$ cat config.mk
export PLATFORM = sky130hd
export DESIGN_NAME = usbkeys_enc
export DESIGN_NICKNAME = d
export VERILOG_FILES = /design/src/rtl/usbkeys_pkg.sv /design/src/rtl/key_fifo.sv /design/src/rtl/usbkeys_enc.sv
export SDC_FILE = /design/constraint.sdc
export NUM_CORES = 1
export LEC_CHECK = 0
export CAP_MARGIN = 20
export CORE_ASPECT_RATIO = 1.2
export CORE_MARGIN = 2
export CORE_UTILIZATION = 45
export CTS_CLUSTER_DIAMETER = 200
export CTS_CLUSTER_SIZE = 14
export DETAILED_ROUTE_END_ITERATION = 16
export MAX_ROUTING_LAYER = met4
export SYNTH_ARGS = -nofsm -noshare
export SYNTH_HDL_FRONTEND = slang
export SYNTH_SLANG_ARGS = --single-unit
$ cat constraint.sdc
create_clock -name i_clk -period 2.4 [get_ports i_clk]
set_input_delay 0.48 -clock i_clk [delete_from_list [all_inputs] [get_ports i_clk]]
set_output_delay 0.48 -clock i_clk [all_outputs]
set_load 0.05 [all_outputs]
$ cat src/rtl/usbkeys_pkg.sv
// ============================================================================
// Package  : usbkeys_pkg
// Brief    : Shared frame constants and FSM encodings for the usbkeys link.
// Revision : 1.0 - initial release
// ============================================================================
`default_nettype none

package usbkeys_pkg;

  localparam int              MAGIC_LEN = 3;
  localparam logic [8*MAGIC_LEN-1:0] MAGIC = "key";
  localparam logic [7:0]      RES_BYTE  = 8'h00;
  localparam int              FRAME_LEN = MAGIC_LEN + 3;
  localparam int              IDX_W     = (MAGIC_LEN > 1) ? $clog2(MAGIC_LEN) : 1;

  typedef enum logic [2:0] {
    ST_IDLE  = 3'd0,
    ST_MAGIC = 3'd1,
    ST_MASK  = 3'd2,
    ST_RES   = 3'd3,
    ST_CODE  = 3'd4
  } state_e;

  // Magic byte idx, counting from the first byte on the wire (MSB of MAGIC).
  function automatic logic [7:0] magic_byte(input logic [IDX_W-1:0] idx);
    return MAGIC[8*(MAGIC_LEN-1-int'(idx)) +: 8];
  endfunction

endpackage

`default_nettype wire

$ cat src/rtl/key_fifo.sv
// ============================================================================
// Module   : key_fifo
// Brief    : Show-ahead synchronous FIFO holding {mask, code} key events.
// Revision : 1.0 - initial release
// ============================================================================
`default_nettype none

module key_fifo #(
  parameter int WIDTH = 16,
  parameter int DEPTH = 4
) (
  input  logic             i_clk,
  input  logic             i_rst,
  input  logic             i_push,
  input  logic [WIDTH-1:0] i_din,
  input  logic             i_pop,
  output logic [WIDTH-1:0] o_dout,
  output logic             o_full,
  output logic             o_empty
);

  localparam int PTR_W = $clog2(DEPTH);
  localparam int CNT_W = PTR_W + 1;

  logic [WIDTH-1:0] mem_q [DEPTH];
  logic [PTR_W-1:0] wr_ptr_q;
  logic [PTR_W-1:0] rd_ptr_q;
  logic [CNT_W-1:0] count_q;

  // Storage needs no reset: the count alone decides what is valid.
  always_ff @(posedge i_clk) begin
    if (i_push) begin
      mem_q[wr_ptr_q] <= i_din;
    end
  end

  always_ff @(posedge i_clk or posedge i_rst) begin
    if (i_rst) begin
      wr_ptr_q <= '0;
      rd_ptr_q <= '0;
      count_q  <= '0;
    end else begin
      if (i_push) wr_ptr_q <= wr_ptr_q + PTR_W'(1);
      if (i_pop)  rd_ptr_q <= rd_ptr_q + PTR_W'(1);
      case ({i_push, i_pop})
        2'b10:   count_q <= count_q + CNT_W'(1);
        2'b01:   count_q <= count_q - CNT_W'(1);
        default: count_q <= count_q;
      endcase
    end
  end

  assign o_dout  = mem_q[rd_ptr_q];
  assign o_full  = (count_q == CNT_W'(DEPTH));
  assign o_empty = (count_q == '0);

endmodule

`default_nettype wire

$ cat src/rtl/usbkeys_enc.sv
// ============================================================================
// Module   : usbkeys_enc
// Brief    : Serialises queued key events into "key" MASK 0x00 CODE byte frames.
// Revision : 1.0 - initial release
// ============================================================================
`default_nettype none

module usbkeys_enc
  import usbkeys_pkg::*;
#(
  parameter int DEPTH = 4
) (
  input  logic       i_clk,
  input  logic       i_rst,
  input  logic [7:0] i_key,
  input  logic [7:0] i_mask,
  input  logic       i_key_valid,
  output logic       o_key_ready,
  output logic [7:0] o_byte,
  output logic       o_byte_valid,
  input  logic       i_byte_ready,
  output logic       o_busy
);

  logic [15:0]      fifo_dout;
  logic             fifo_full;
  logic             fifo_empty;
  logic             fifo_push;
  logic             fifo_pop;

  state_e           state_q, state_d;
  logic [IDX_W-1:0] idx_q, idx_d;
  logic [7:0]       mask_q, mask_d;
  logic [7:0]       code_q, code_d;
  logic [7:0]       byte_q, byte_d;
  logic             valid_q, valid_d;
  logic             accept;
  logic             start;

  assign fifo_push = i_key_valid && !fifo_full;

  key_fifo #(
    .WIDTH (16),
    .DEPTH (DEPTH)
  ) u_key_fifo (
    .i_clk   (i_clk),
    .i_rst   (i_rst),
    .i_push  (fifo_push),
    .i_din   ({i_mask, i_key}),
    .i_pop   (fifo_pop),
    .o_dout  (fifo_dout),
    .o_full  (fifo_full),
    .o_empty (fifo_empty)
  );

  assign accept = valid_q && i_byte_ready;

  always_comb begin
    state_d  = state_q;
    idx_d    = idx_q;
    mask_d   = mask_q;
    code_d   = code_q;
    byte_d   = byte_q;
    valid_d  = valid_q;
    start    = 1'b0;
    fifo_pop = 1'b0;

    case (state_q)
      ST_IDLE: start = !fifo_empty;
      ST_MAGIC: begin
        if (accept) begin
          if (idx_q == IDX_W'(MAGIC_LEN - 1)) begin
            byte_d  = mask_q;
            state_d = ST_MASK;
          end else begin
            idx_d  = idx_q + IDX_W'(1);
            byte_d = magic_byte(idx_q + IDX_W'(1));
          end
        end
      end
      ST_MASK: begin
        if (accept) begin
          byte_d  = RES_BYTE;
          state_d = ST_RES;
        end
      end
      ST_RES: begin
        if (accept) begin
          byte_d  = code_q;
          state_d = ST_CODE;
        end
      end
      ST_CODE: begin
        if (accept) begin
          if (!fifo_empty) begin
            start = 1'b1;
          end else begin
            valid_d = 1'b0;
            state_d = ST_IDLE;
          end
        end
      end
      default: begin
        valid_d = 1'b0;
        state_d = ST_IDLE;
      end
    endcase

    // Loading the next frame on the final accept keeps frames back-to-back.
    if (start) begin
      fifo_pop = 1'b1;
      mask_d   = fifo_dout[15:8];
      code_d   = fifo_dout[7:0];
      idx_d    = '0;
      byte_d   = magic_byte('0);
      valid_d  = 1'b1;
      state_d  = ST_MAGIC;
    end
  end

  always_ff @(posedge i_clk or posedge i_rst) begin
    if (i_rst) begin
      state_q <= ST_IDLE;
      idx_q   <= '0;
      mask_q  <= '0;
      code_q  <= '0;
      byte_q  <= '0;
      valid_q <= 1'b0;
    end else begin
      state_q <= state_d;
      idx_q   <= idx_d;
      mask_q  <= mask_d;
      code_q  <= code_d;
      byte_q  <= byte_d;
      valid_q <= valid_d;
    end
  end

  assign o_key_ready  = !fifo_full;
  assign o_byte       = byte_q;
  assign o_byte_valid = valid_q;
  assign o_busy       = (state_q != ST_IDLE) || !fifo_empty;

endmodule

`default_nettype wire

==> reports/metrics.yaml, run 1 <==
ff_latch_area_um2: 2849
cp_max_fo: 7
syn_inst: 261
placedCellCount: 414
rsz0062_at_grt: "no"
diodes: 0
final_cell_mix: "64 x edfxtp_1, 36 x dfrtp_1, 28 x clkdlybuf4s50_1"
reg2reg_to: "u_key_fifo.count_q[2]"
cpPeakStageDelay_ns: 0.53
slew_headroom: 0.6610
multi_input_area_um2: 1341
stdcell_count: 430
dieArea_um2: 10410
nNetsFinal: 333
grt_max_degree: 38
hold_class: "flop to flop"
leakage_nw: 1.902
maxSlewViolCount: 0
grt-ovfl-total: 0
hp-start: "u_key_fifo.count_q[2]"
fin_crit_ns: 2.344
gp_congestion: 0.8574
clock_power_share: 0.217
reg2reg_depth: 9
p_comb_frac: 0.369
seqPwrFrac: 0.414
cpMaxStageDelayCell: "or3_1"
setup_viol: 0
cp_num_buf_inv: 1
r2r_start: "u_key_fifo.count_q[1]"
clock_sinks: 101
critPathLaunch: "u_key_fifo.count_q[1]"
io_buffers: 30
path_cells: "or3_1, or3_1, buf_4"
viasPerCell: 5.353
synth-async-reset-ratio: 0.3663
post-dp-hpwl_mm: 4.978
p_sw_w: 0.002182
outcome: "complete, no violations"
ys_seq_area_frac: 0.6589
vdd_drop_max_mv: 0.4290
worstSetupPathDepth: 3
finalPower_w: 0.006529
die_y_um: 111.4
holdPathStages: 1
yosys_warnings: 0
clock-root-buffer: "clkbuf_16"
antenna_found_initial: 0
wirelength_mm: 7.555
syn-num-nets: 292
grt_pass1_vias: 2481
syn_to_final_growth_pct: 17.54
path_delay_family: "simple AND/OR/NAND/NOR gates"
cp.arrival_ns: 1.86
drt-initial-drc-count: 98
crit_end: "o_busy"
clk_path_buf_depth: 2
critical_path_class: "flop to output port"
core-area_um2: 9418
fillCellCount: 757
skew_ns: 0.002935
internal-power_w: 0.004347
switching_share: 0.3343
grt_util_all_layers: 0.1694
postPlaceCellArea_um2: 4788
clk_latency_ns: 0.34
final_area_um2: 5080
period_share: 0.9769
tightest_slew_ns: 0.5070
drive_above_1_share: 0.2280
synthFlopType: "edfxtp_1"
crit_top_cell: "or3_1"
yosys_register_bits: 101
timing.fmax_ghz: 0.4265
synth_cell_types: 45
pwr_density_cell_nw_per_um2: 1285
synth-edff-count: 64
hold_viol: 0
clk_pin_slew_ns: 0.06
grt_pass1_wl_mm: 12.80
required_ns: 1.92
avgSynthCellArea_um2: 16.56
finalSetupTns_ns: 0
rrSetupSlack_ns: 0.20
final_common_cell: "edfxtp_1"
cts_tree: "built"
ant_nets: 0
crit_path_end_kind: "output port"
cts_buffers: 9
synth.cell_area_um2: 4322
start_util: 0.4589
die_x_um: 93.46
num_io_pins: 31
drc: 0
cap_violations: 0
drt_first_pass_iters: 4
cp-start-kind: "flop"
fp-row-count: 39
via_count: 2302
cts_max_level: 3
drt-wirelength-per-cell_um: 17.57
[per-layer routing]
metal	global-route usage	routed length, um
met5	-	0
met1	0.2117	3370
met4	0.08824	225
met2	0.2614	3652
met3	0.03451	307
[metrics by stage]
| step | utilization | setup WS (ns) | hold slack [ns] |
|---|---|---|---|
| after detailed placement | 0.5084 | 0.03130 | 0.4827 |
| final | 0.5394 | 0.05553 | 0.4918 |
| after global placement | 0.5084 | 0.07826 | 0.4730 |
| after CTS | 0.5391 | 0.04310 | 0.4951 |
| after floorplan | - | 0.001768 | 0.4460 |
| after global routing | 0.5394 | 0.004587 | 0.5303 |
[cell families after synthesis]
kind of cell / after synthesis / share of synthesized area
AO/OA/AOI/OAI: 39 / 0.05907
XOR/XNOR: 6 / 0.01216
adder cells (fa/ha/maj): 11 / 0.03358
buffers and inverters: 25 / 0.03127
flip-flops: 101 / 0.6589
multiplexers: 33 / 0.1398
AND/OR/NAND/NOR: 46 / 0.06514
[flip-flops by register name (all words and copies together) (netlist names)]
name                 cells
code_q                   8
idx_q                    2
mask_q                   8
o_byte                   8
o_byte_valid             1
state_q                  3
u_key_fifo.count_q       3
u_key_fifo.mem_q        64
u_key_fifo.rd_ptr_q      2
u_key_fifo.wr_ptr_q      2
[what timing repair did]
action / 4_1_cts / 5_1_grt
gates resized for setup: 1 / 1
setup buffers: 0 / 0
gates cloned: 0 / 0
hold buffers: 0 / 0
endpoints found under the setup margin: 1 / 1
[how the worst min path moves through the flow]
stage	endpoint	slack [ns]
6_report	u_key_fifo.count_q[2]	0.49
5_1_grt	code_q[7]	0.53
4_1_cts	u_key_fifo.count_q[2]	0.50
3_5_place_dp	u_key_fifo.count_q[2]	0.48
3_3_place_gp	u_key_fifo.count_q[2]	0.47
2_1_floorplan	u_key_fifo.count_q[2]	0.45
[worst reg2reg max path: stages, from the launching register on]
cell     delay [ns]
dfrtp_1        0.40
or3b_4         0.43
and2_1         0.21
inv_1          0.07
ha_1           0.17
inv_1          0.06
fa_1           0.37
xor2_1         0.15
nor2_1         0.11
xor2_1         0.16
[power by group through the flow]
stage / logic (W) / registers, W / clock network (W)
2_1_floorplan: 0.00169 / 0.00283 / 0
3_3_place_gp: 0.00242 / 0.00272 / 0
3_5_place_dp: 0.00245 / 0.00273 / 0
4_1_cts: 0.00245 / 0.00270 / 0.00144
5_1_grt: 0.00265 / 0.00276 / 0.00152
6_report: 0.00241 / 0.00270 / 0.00142
[final cells by class]
class | count | area share
Clock buffer | 10 | 0.04507
Clock inverter | 6 | 0.01207
Inverter | 11 | 0.008621
Multi-Input combinational cell | 135 | 0.2640
Sequential cell | 101 | 0.5608
Tap cell | 123 | 0.03030
Timing Repair Buffer | 44 | 0.07906
[Yosys cell counts (3+ instances only)]
master	count	area, um^2
or3_1	4	25.02
nor2b_1	4	25.02
clkbuf_1	5	18.77
inv_1	10	37.54
ha_1	10	125.1
o211ai_1	3	22.52
buf_2	4	20.02
buf_6	3	33.78
edfxtp_1	64	1922
nor2_1	4	15.01
mux4_2	16	360.4
a211oi_1	4	30.03
and3_1	4	25.02
dfrtp_1	37	925.9
nand3_1	7	35.03
nand2b_1	5	31.28
mux2_4	14	210.2
xnor2_1	4	35.03
a21oi_1	11	55.05
nand2_1	6	22.52
o21ai_0	9	45.04
mux2_2	3	33.78
a32oi_1	3	26.28
(Power assumes the default switching activity.)
==> inputs of run 2 (changes only) <==
==> constraint.sdc (replaced) <==
create_clock -name i_clk -period 2.94 [get_ports i_clk]
set_input_delay 0.588 -clock i_clk [delete_from_list [all_inputs] [get_ports i_clk]]
set_output_delay 0.588 -clock i_clk [all_outputs]
set_load 0.05 [all_outputs]
==> run 2 against run 1 <==
Count of clock-buffer cells in the layout grew 3. Die area is the same. First-iteration DRC count fell by 22%. Clock power decreased by 22%. Flip-flop and latch count unchanged. Core utilization decreased by 0.43 points. Critical path type unchanged. Register-to-register slack improved by 0.50 ns. Via count fell by 0.22%.
==> reports/metrics.yaml, run 2 (synthesis gave the netlist of run 1 again) <==
top_register: "u_key_fifo.mem_q"
cpMaxStageDelayCell: "clkdlybuf4s50_1"
syn_to_final_growth_pct: 16.62
die_x_um: 93.46  # unchanged
diodes: 0  # unchanged
leakage_nw: 1.872  # -1.5%
grt_util_met1: 0.2205  # +0.008858
post-dp-hpwl_mm: 4.911  # -1.3%
cts_hold_buf: 0  # unchanged
outcome: "complete, no violations"
clk_path_buf_depth: 2  # unchanged
drt-initial-drc-count: 76  # -22%
die_y_um: 111.4  # unchanged
vdd_drop_max_mv: 0.4410  # +2.8%
clock-root-buffer: "clkbuf_16"
rrSetupSlack_ns: 0.70  # +0.50 ns
final_common_cell: "edfxtp_1"
cts_max_level: 3  # unchanged
cp-start-kind: "flop"
wirelength_mm: 7.485  # -0.93%
reg2reg_depth: 9  # unchanged
start_util: 0.4589  # unchanged
largest_register_ffs: 64  # unchanged
fillCellCount: 770  # +1.7%
stdcell_count: 426  # -0.93%
path_cells: "or2_2, or3_1, clkdlybuf4s50_1"
required_ns: 2.35  # +0.43 ns
grt.busiest_layer: "met2"
r2r_start: "u_key_fifo.count_q[1]"
grt_max_degree: 38  # unchanged
utilization: 0.5351  # -0.004252
min_to: "u_key_fifo.count_q[2]"
clk_pin_slew_ns: 0.06  # about the same
met3_usage: 0.03586  # +0.001353
post-cts-setup-buffers: 0  # unchanged
viasPerCell: 5.392  # +0.72%
pwr_density_cell_nw_per_um2: 1043  # -19%
skew_ns: 0.005020  # +0.002085 ns
slew_headroom: 0.3726  # -0.2884
drc: 0  # unchanged
grt-ovfl-total: 0  # unchanged
crit_path_end_kind: "output port"
fp-row-count: 39  # unchanged
antenna_found_initial: 0  # unchanged
finalWorstSetupSlack_ns: 0.1288  # +0.07322 ns
hold_class: "flop to flop"
hold_viol: 0  # unchanged
hp-start: "u_key_fifo.count_q[2]"
placedCellCount: 410  # -0.97%
maxSlewViolCount: 0  # unchanged
via_count: 2297  # -0.22%
cp.arrival_ns: 2.22  # +0.36 ns
dp_slack_ns: 0.4158  # +0.3845 ns
drt-wirelength-per-cell_um: 17.57  # about the same
io_buffers: 30  # unchanged
reg2reg_to: "u_key_fifo.count_q[2]"
critPathLaunch: "state_q[1]"
grtUsageMet2: 0.2360  # -0.02542
cts_buffers: 9  # unchanged
grt_pass1_vias: 2343  # -5.6%
cts_tree: "built"
tightest_slew_ns: 0.9411  # +0.4342 ns
final_cell_mix: "64 x edfxtp_1, 37 x dfrtp_1, 30 x clkdlybuf4s50_1"
critical_path_class: "flop to output port"
dieArea_um2: 10410  # unchanged
gp_congestion: 0.8305  # -3.1%
multi_input_area_um2: 1339  # -0.19%
holdPathStages: 1  # unchanged
num_io_pins: 31  # unchanged
core-area_um2: 9418  # unchanged
cp_max_fo: 10  # +3
clock_sinks: 101  # unchanged
cap_violations: 0  # unchanged
ff_latch_area_um2: 2848  # about the same
grt_util_all_layers: 0.1680  # -0.001486
period_share: 0.9562
clk_latency_ns: 0.34  # about the same
cpPeakStageDelay_ns: 0.70  # +0.17 ns
ctsResizeCount: 0  # -1
fin_crit_ns: 2.811
rsz0062_at_grt: "no"
ant_nets: 0  # unchanged
setup_viol: 0  # unchanged
hold_ws_ns: 0.4873  # -0.004530 ns
grt_pass1_wl_mm: 12.47  # -2.6%
timing.fmax_ghz: 0.3557
finalSetupTns_ns: 0  # unchanged
nNetsFinal: 329  # -1.2%
drt_first_pass_iters: 4  # unchanged
drive_above_1_share: 0.2046  # -0.02339
-- run 2: how the worst max path moves through the flow --
stage,endpoint,cells after the start,slack [ns]
2_1_floorplan,u_key_fifo.count_q[2],11,0.52
3_3_place_gp,u_key_fifo.count_q[2],10,0.44
3_5_place_dp,u_key_fifo.count_q[2],10,0.42
4_1_cts,o_busy,3,0.11
5_1_grt,o_busy,3,0.07
6_report,o_busy,3,0.13
-- run 2: layer usage --
layer / routed length [um] / up-vias
met5: 0 / -
met1: 3315 / 1135
li1: - / 1071
met4: 332 / 0
met2: 3493 / 62
met3: 344 / 29
-- run 2: critical path: cells and delay by family (launching register included) --
kind | cells | cell delay, ns
flip-flops | 1 | 0.47
buffers and inverters | 1 | 0.70
AND/OR/NAND/NOR | 2 | 0.71
-- run 2: power by group --
part,internal (W),switching (W),total (W)
combinational,0.000910,0.000985,0.00190
clock,0.000619,0.000486,0.00111
sequential,0.00196,0.000295,0.00226
-- run 2: cell type report --
class | instances | share of cell area
Inverter | 11 | 0.008689
Timing Repair Buffer | 40 | 0.07448
Sequential cell | 101 | 0.5650
Clock buffer | 13 | 0.05164
Multi-Input combinational cell | 135 | 0.2656
Clock inverter | 3 | 0.003972
Tap cell | 123 | 0.03054
-- run 2: stage by stage --
step | power [W] | instance area, um^2
after floorplan | 0.003687 | 4322
after global placement | 0.004180 | 4760
after detailed placement | 0.004212 | 4760
after CTS | 0.005328 | 5040
after global routing | 0.005597 | 5040
final | 0.005259 | 5040
